<file path="config.mk">
export PLATFORM = sky130hd
export DESIGN_NAME = dbg_uart_tx
export DESIGN_NICKNAME = d
export VERILOG_FILES = /design/src/rtl/dbg_uart_tx.sv
export SDC_FILE = /design/constraint.sdc
export NUM_CORES = 1
export LEC_CHECK = 0
export CAP_MARGIN = 0
export CORE_MARGIN = 2
export CORE_UTILIZATION = 35
export DETAILED_ROUTE_END_ITERATION = 12
export PLACE_DENSITY = 0.67
export SYNTH_ARGS = -nofsm -noshare
export SYNTH_HDL_FRONTEND = slang
export SYNTH_SLANG_ARGS = --single-unit
export TNS_END_PERCENT = 10
</file>
<file path="constraint.sdc">
create_clock -name clk -period 2.5 [get_ports clk]
set_clock_uncertainty 0.05 [all_clocks]
set_input_delay 0.5 -clock clk [delete_from_list [all_inputs] [get_ports clk]]
set_output_delay 0.5 -clock clk [all_outputs]
set_load 0.02 [all_outputs]
</file>
<file path="src/rtl/dbg_uart_tx.sv">
// dbg_uart_tx: serialises one captured 32-bit debug word as four back-to-back
// 8N1 UART frames, byte 0 first and each byte LSB first. Every bit is held for
// CLKS_PER_BIT clocks. An abort or a reset drops the word without a done pulse.
module dbg_uart_tx #(
    parameter int CLKS_PER_BIT = 87
) (
    input  logic        clk,
    input  logic        rst,
    input  logic        i_load,
    input  logic [31:0] i_data,
    input  logic        i_abort,
    output logic        o_tx,
    output logic        o_busy,
    output logic        o_done
);

    localparam logic [1:0] IDLE  = 2'd0;
    localparam logic [1:0] START = 2'd1;
    localparam logic [1:0] DATA  = 2'd2;
    localparam logic [1:0] STOP  = 2'd3;

    localparam logic [15:0] BAUD_LAST = 16'(CLKS_PER_BIT - 1);

    logic [1:0]  state;
    logic [15:0] baud_cnt;
    logic [2:0]  bit_idx;
    logic [1:0]  byte_idx;
    logic [31:0] data_reg;

    logic [7:0]  cur_byte;
    logic        bit_end;

    // The byte currently on the line, and the last clock of the current bit.
    assign cur_byte = data_reg[{byte_idx, 3'b000} +: 8];
    assign bit_end  = (baud_cnt == BAUD_LAST);

    // Frame sequencer: registers the line, busy and done directly so every
    // output comes straight from a flop.
    // NOTE: all state here uses non-blocking assignments so every register
    // samples the pre-edge values; blocking ones would make order matter.
    always_ff @(posedge clk or negedge rst) begin
        if (!rst) begin
            state    <= IDLE;
            baud_cnt <= '0;
            bit_idx  <= '0;
            byte_idx <= '0;
            data_reg <= '0;
            o_tx     <= 1'b1;
            o_busy   <= 1'b0;
            o_done   <= 1'b0;
        end else if (i_abort) begin
            // Abort wins over everything, including a simultaneous load.
            state    <= IDLE;
            baud_cnt <= '0;
            bit_idx  <= '0;
            byte_idx <= '0;
            data_reg <= '0;
            o_tx     <= 1'b1;
            o_busy   <= 1'b0;
            o_done   <= 1'b0;
        end else begin
            o_done <= 1'b0;
            case (state)
                IDLE: begin
                    if (i_load) begin
                        data_reg <= i_data;
                        state    <= START;
                        baud_cnt <= '0;
                        bit_idx  <= '0;
                        byte_idx <= '0;
                        o_tx     <= 1'b0;
                        o_busy   <= 1'b1;
                    end
                end

                START: begin
                    if (bit_end) begin
                        baud_cnt <= '0;
                        bit_idx  <= '0;
                        state    <= DATA;
                        o_tx     <= cur_byte[0];
                    end else begin
                        baud_cnt <= baud_cnt + 16'd1;
                    end
                end

                DATA: begin
                    if (bit_end) begin
                        baud_cnt <= '0;
                        if (bit_idx == 3'd7) begin
                            state <= STOP;
                            o_tx  <= 1'b1;
                        end else begin
                            bit_idx <= bit_idx + 3'd1;
                            o_tx    <= cur_byte[bit_idx + 3'd1];
                        end
                    end else begin
                        baud_cnt <= baud_cnt + 16'd1;
                    end
                end

                STOP: begin
                    if (bit_end) begin
                        baud_cnt <= '0;
                        if (byte_idx == 2'd3) begin
                            // Final stop bit done: release the line and flag
                            // completion; a new load is accepted this cycle.
                            state    <= IDLE;
                            byte_idx <= '0;
                            o_busy   <= 1'b0;
                            o_done   <= 1'b1;
                            o_tx     <= 1'b1;
                        end else begin
                            // Next frame starts immediately, no idle gap.
                            byte_idx <= byte_idx + 2'd1;
                            state    <= START;
                            o_tx     <= 1'b0;
                        end
                    end else begin
                        baud_cnt <= baud_cnt + 16'd1;
                    end
                end

                default: begin
                    state  <= IDLE;
                    o_tx   <= 1'b1;
                    o_busy <= 1'b0;
                end
            endcase
        end
    end

endmodule

</file>
==> results.py, run 1 <==
metrics = {
    "power_and_ir_drop": {
        "p_leak_nw": 1.59,
        "power_density_nw_per_um2": 740,
        "vdd_drop_max_v": 0.000328,
        "power_mw": 2.79,
    },
    "synth": {
        "synth_edf_count": 0,
        "avgSynthCellArea_um2": 9.74,
        "synthAdderAreaFrac": 0.0407,
        "synth_area_um2": 3080,
        "synth_flop_cell": "dfrtp_1",
        "synth_xor_xnor_area_share": 0.0256,
        "synthMuxAreaShare": 0.0992,
        "synth_nets": 362,
        "synth-seq-cells": 58,
        "ys_seq_area_frac": 0.472,
        "async_flop_share": 1.00,
        "yosys.cell_types.count": 48,
        "ys_warn_count": 0,
        "yosys.area_share.simple": 0.208,
        "postSynthCellCount": 316,
        "synth_top_family_by_area": "simple AND/OR/NAND/NOR gates",
        "synth_compound_area_frac": 0.120,
    },
    "final_layout": {
        "syn_to_final_growth_pct": 22.4,
        "drive_above_1_share": 0.128,
        "final_common_cell": "nand2_1",
        "seqCellArea_um2": 1450,
        "diodes": 0,
        "largest_register_ffs": 32,
        "multi_input_area_um2": 1520,
        "nets": 401,
        "most-common-layout-cells": "76 x nand2_1, 57 x dfrtp_1, 38 x a21oi_1",
        "nFillCells": 857,
    },
    "critical_path": {
        "critPathCaptureType": "flip-flop",
        "path_class": "reg -> reg",
        "worst-r2r-cell-count": 6,
        "cp.arrival_ns": 2.56,
        "start_kind": "flip-flop",
        "worstPathRequired_ns": 2.68,
        "crit_fanout": 8,
        "critPathMaxStageDelay_ns": 0.48,
        "crit_chain": "ha_1 -> mux4_2 -> nor3b_1 -> o31a_1 -> o41a_1 -> o41ai_1",
        "crit_path_top_delay_cell": "ha_1",
    },
    "cts": {
        "cts_max_path_buffers": 2,
        "cts-htree-levels": 3,
        "cts_buffers": 9,
        "cts_tree": "yes",
        "holdBufCountCts": 0,
        "clkTransAtPathRegs_ns": 0.07,
        "cts.sinks": 58,
        "post_cts_buffers": 0,
        "clk_latency_ns": 0.34,
        "cts_resized": 0,
        "cts_root_buf": "clkbuf_8",
    },
    "detailed_routing": {
        "drtIter0Drc": 126,
        "drcViolationCount": 0,
        "drtAntennaViolNets": 0,
        "dr.pass1.iters": 4,
        "routedWlPerCell_um": 14.8,
        "via_per_inst": 5.11,
        "wl_mm": 6.93,
        "num_vias": 2390,
    },
    "timing": {
        "timing.fmax_mhz": 420,
        "setup_viol": 0,
        "rsz0062_at_grt": "false",
        "period_share": 0.952,
        "slew_headroom": 0.605,
        "fin_crit_ns": 2.38,
        "worstMarginPinSlew_ns": 0.592,
        "finalHoldViolCount": 0,
        "fin_ws_ns": 0.120,
        "tns_ns": 0,
        "holdWs_ns": 0.102,
        "drv_slew": 0,
    },
    "placement": {
        "place_worst_setup_slack_ns": 0.146,
        "hpwl_mm": 4.89,
        "gp_congestion": 0.807,
        "portBuffers": 38,
    },
    "grt": {
        "grt.total_usage": 0.156,
        "grt_pass1_vias": 2412,
        "grt_pass1_wl_mm": 12.0,
        "gr-total-overflow": 0,
        "grt_max_degree": 50,
        "antenna_found_initial": 0,
    },
    "worst_hold_path": {
        "hold_path.class": "in -> async",
    },
    "status": {
        "status": "finished, final reports clean",
    },
    "floorplan": {
        "initial_core_util": 0.356,
        "dieArea_um2": 9560,
        "rows": 34,
        "die_h_um": 97.8,
        "io_pins": 39,
        "die_w_um": 97.8,
        "core_um2": 8640,
    },
    "run": {
        "maxCapViolCount": 0,
    },
}
==> synth_stat cells (all sizes together), types with 2 or more instances <==
master   count  area (µm²)
nor2b        3        18.8
and3b        3        26.3
o21ai       11        55.1
a21oi       39         199
or4          2        18.8
buf          6        31.3
nand3        3        15.0
dfrtp       57        1430
inv          8        30.0
nor4         2        27.5
nand2b       2        12.5
or3          4        25.0
o2bb2ai      2        17.5
or3b         2        17.5
nor2        12        45.0
xor2         4        35.0
nand2       76         285
mux2i        2        20.0
clkbuf      12        45.0
nand4        4        25.0
nor3         8        40.0
mux2         8         105
nor3b        5        37.5
and3         4        25.0
mux4         8         180
xnor2        5        43.8
ha          10         125
==> worst max-delay path, delay by kind of cell, from the launching register on <==
family | cells | cell delay [ns]
compound gates | 3 | 1.03
fa+ha+maj | 1 | 0.48
flops | 1 | 0.40
mux | 1 | 0.26
simple gates | 1 | 0.05
==> routing by layer <==
metal | wire length (µm) | global-route usage
met5 | 0 | 0
met4 | 103 | 0.0513
met3 | 364 | 0.0394
met2 | 3180 | 0.236
met1 | 3290 | 0.220
==> metrics by stage <==
step,utilization,instances,cell area (µm²)
finish,0.436,468,3760
global route,0.436,468,3760
CTS,0.436,468,3760
detailed placement,0.415,452,3580
global placement,0.415,452,3580
floorplan,-,316,3080
==> path summary, 6_finish.rpt <==
path,slack [ns],start,endpoint
worst min register to register,0.47,data_reg[17]$_DFFE_PN0P_,data_reg[17]$_DFFE_PN0P_
min in group clk,0.47,data_reg[17]$_DFFE_PN0P_,data_reg[17]$_DFFE_PN0P_
worst min-delay path,0.10,rst,baud_cnt[5]$_DFFE_PN0N_
worst max-delay path,0.12,bit_idx[1]$_DFFE_PN0P_,o_tx$_DFFE_PN1P_
worst max register to register,0.12,bit_idx[1]$_DFFE_PN0P_,o_tx$_DFFE_PN1P_
max in group asynchronous,1.63,rst,o_tx$_DFFE_PN1P_
==> area by class of cell <==
type	instances	area share
clock inverter	4	0.00698
timing repair buffer	46	0.119
inverter	8	0.00798
clock buffer	12	0.0412
sequential	58	0.386
tap	108	0.0359
multi-input combinational	232	0.403
==> power breakdown <==
| group | switching (mW) | total (mW) | internal (mW) |
|---|---|---|---|
| Clock | 0.377 | 0.789 | 0.412 |
| Sequential | 0.0824 | 1.14 | 1.06 |
| Combinational | 0.478 | 0.853 | 0.375 |
==> logic make-up after synthesis <==
group / after synthesis
compound gates: 62
xor+xnor: 9
fa+ha+maj: 10
buf+inv: 26
flops: 58
mux: 18
simple gates: 133
No activity file was read; power rests on OpenSTA's default activity.
==> inputs of run 2 (changes only) <==
Settings changed: CORE_UTILIZATION 35 to 50, PLACE_DENSITY 0.67 to 0.85.
==> run 2 against run 1 <==
Compared with the run above: non-clock buffer count decreased by 2; critical path depth unchanged; count of clock-buffer cells in the layout shrank 1; hold slack improved by 0.0026 ns; critical path type unchanged; core utilization increased by 19 points; first-iteration DRC count rose by 21%; global-route usage rose by 7.1 points; register-to-register slack about the same; design area shrank 2.0%; fmax grew 0.50%; via count increased by 3.3%.
==> results.py, run 2 (synthesized netlist as in run 1, its figures left out) <==
metrics = {
    "power_and_ir_drop": {
        "vdd_drop_max_v": 0.000413,
        "power_density_nw_per_um2": 740,
        "power_mw": 2.73,
        "p_leak_nw": 1.56,
    },
    "grt": {
        "grt_pass1_vias": 2498,
        "grt_max_degree": 50,
        "grt_pass1_wl_mm": 11.5,
        "antenna_found_initial": 0,
        "gr-total-overflow": 0,
        "grt.total_usage": 0.226,
    },
    "floorplan": {
        "initial_core_util": 0.520,
        "rows": 28,
        "core_um2": 5920,
        "io_pins": 39,
        "die_h_um": 82.4,
        "die_w_um": 82.4,
        "dieArea_um2": 6800,
    },
    "detailed_routing": {
        "via_per_inst": 5.70,
        "wl_mm": 6.77,
        "routedWlPerCell_um": 15.6,
        "num_vias": 2470,
        "drtAntennaViolNets": 0,
        "dr.pass1.iters": 5,
        "drtIter0Drc": 152,
        "drcViolationCount": 0,
    },
    "cts": {
        "clk_latency_ns": 0.33,
        "cts_tree": "yes",
        "post_cts_buffers": 0,
        "cts-htree-levels": 3,
        "cts_root_buf": "clkbuf_8",
        "cts_max_path_buffers": 2,
        "cts.sinks": 58,
        "cts_buffers": 9,
        "clkTransAtPathRegs_ns": 0.07,
    },
    "timing": {
        "setup_viol": 0,
        "fin_crit_ns": 2.37,
        "fin_ws_ns": 0.132,
        "slew_headroom": 0.621,
        "timing.fmax_mhz": 422,
        "tns_ns": 0,
        "finalHoldViolCount": 0,
        "holdWs_ns": 0.105,
        "drv_slew": 0,
        "period_share": 0.947,
        "worstMarginPinSlew_ns": 0.569,
        "rsz0062_at_grt": "false",
    },
    "final_layout": {
        "final_common_cell": "nand2_1",
        "multi_input_area_um2": 1520,
        "syn_to_final_growth_pct": 19.9,
        "nFillCells": 503,
        "most-common-layout-cells": "76 x nand2_1, 57 x dfrtp_1, 38 x a21oi_1",
        "diodes": 0,
        "stdcell_count": 433,
        "largest_register_ffs": 32,
        "nets": 399,
        "seqCellArea_um2": 1450,
        "drive_above_1_share": 0.126,
    },
    "critical_path": {
        "critPathCaptureType": "flip-flop",
        "reg2reg_setup_slack_ns": 0.13,
        "worstPathRequired_ns": 2.68,
        "cp.depth": 6,
        "crit_path_top_delay_cell": "dfrtp_1",
        "start_kind": "flip-flop",
        "cp.arrival_ns": 2.55,
        "crit_chain": "ha_2 -> mux4_2 -> nor3b_1 -> o31a_1 -> o41a_1 -> o41ai_1",
        "critPathMaxStageDelay_ns": 0.47,
        "path_class": "reg -> reg",
        "crit_fanout": 9,
        "crit_family": "compound AO/OA/AOI/OAI gates",
        "crit_buf_inv": 0,
        "worst-r2r-cell-count": 6,
    },
    "placement": {
        "hpwl_mm": 4.92,
        "placed_cells": 417,
        "place_worst_setup_slack_ns": 0.0863,
        "portBuffers": 38,
        "gp_congestion": 0.858,
    },
    "status": {
        "status": "finished, final reports clean",
    },
    "worst_hold_path": {
        "hold_path.class": "in -> async",
    },
    "run": {
        "maxCapViolCount": 0,
    },
}
-- run 2: area by class of cell --
type	count	area share
clock inverters	5	0.00814
multi-input cells	232	0.412
inverters	8	0.00814
flip-flops and latches	58	0.394
well taps	75	0.0254
repair buffers	44	0.114
clock buffers	11	0.0383
-- run 2: final timing paths --
kind	end	from
setup / recovery	o_tx$_DFFE_PN1P_	bit_idx[0]$_DFFE_PN0P_
hold / removal	state[1]$_DFFE_PN0P_	rst
setup reg to reg	o_tx$_DFFE_PN1P_	bit_idx[0]$_DFFE_PN0P_
hold reg to reg	data_reg[16]$_DFFE_PN0P_	data_reg[16]$_DFFE_PN0P_
max in group asynchronous	o_tx$_DFFE_PN1P_	rst
min in group clk	data_reg[16]$_DFFE_PN0P_	data_reg[16]$_DFFE_PN0P_
-- run 2: timing repair --
| action | 4_1_cts | 5_1_grt |
|---|---|---|
| gates resized for setup | 0 | 1 |
| setup endpoints to repair | 0 | 1 |
| hold buffers | 0 | 0 |
-- run 2: per-stage QoR --
step,utilization,area [µm²]
finish,0.623,3690
global route,0.623,3690
CTS,0.623,3690
detailed placement,0.594,3510
global placement,0.594,3510
floorplan,-,3080
-- run 2: routing by layer --
| metal | GRT usage | vias to the layer above | part of all wire |
|---|---|---|---|
| met2 | 0.385 | 73 | 0.50 |
| met4 | 0.0717 | 0 | 0.013 |
| met5 | 0 | - | 0 |
| li1 | - | 1174 | - |
| met3 | 0.0500 | 9 | 0.048 |
| met1 | 0.287 | 1214 | 0.43 |
-- run 2: report_power, final --
| part | leakage (nW) | switching [mW] | internal, mW |
|---|---|---|---|
| clock network | 0.0851 | 0.369 | 0.381 |
| registers | 0.789 | 0.111 | 1.06 |
| logic | 0.690 | 0.455 | 0.352 |
-- run 2: worst register-to-register path, stage by stage, from the launching register on --
cell and delay [ns]:
dfrtp_1 0.47, ha_2 0.46, mux4_2 0.22, nor3b_1 0.06, o31a_1 0.31, o41a_1 0.43
o41ai_1 0.27
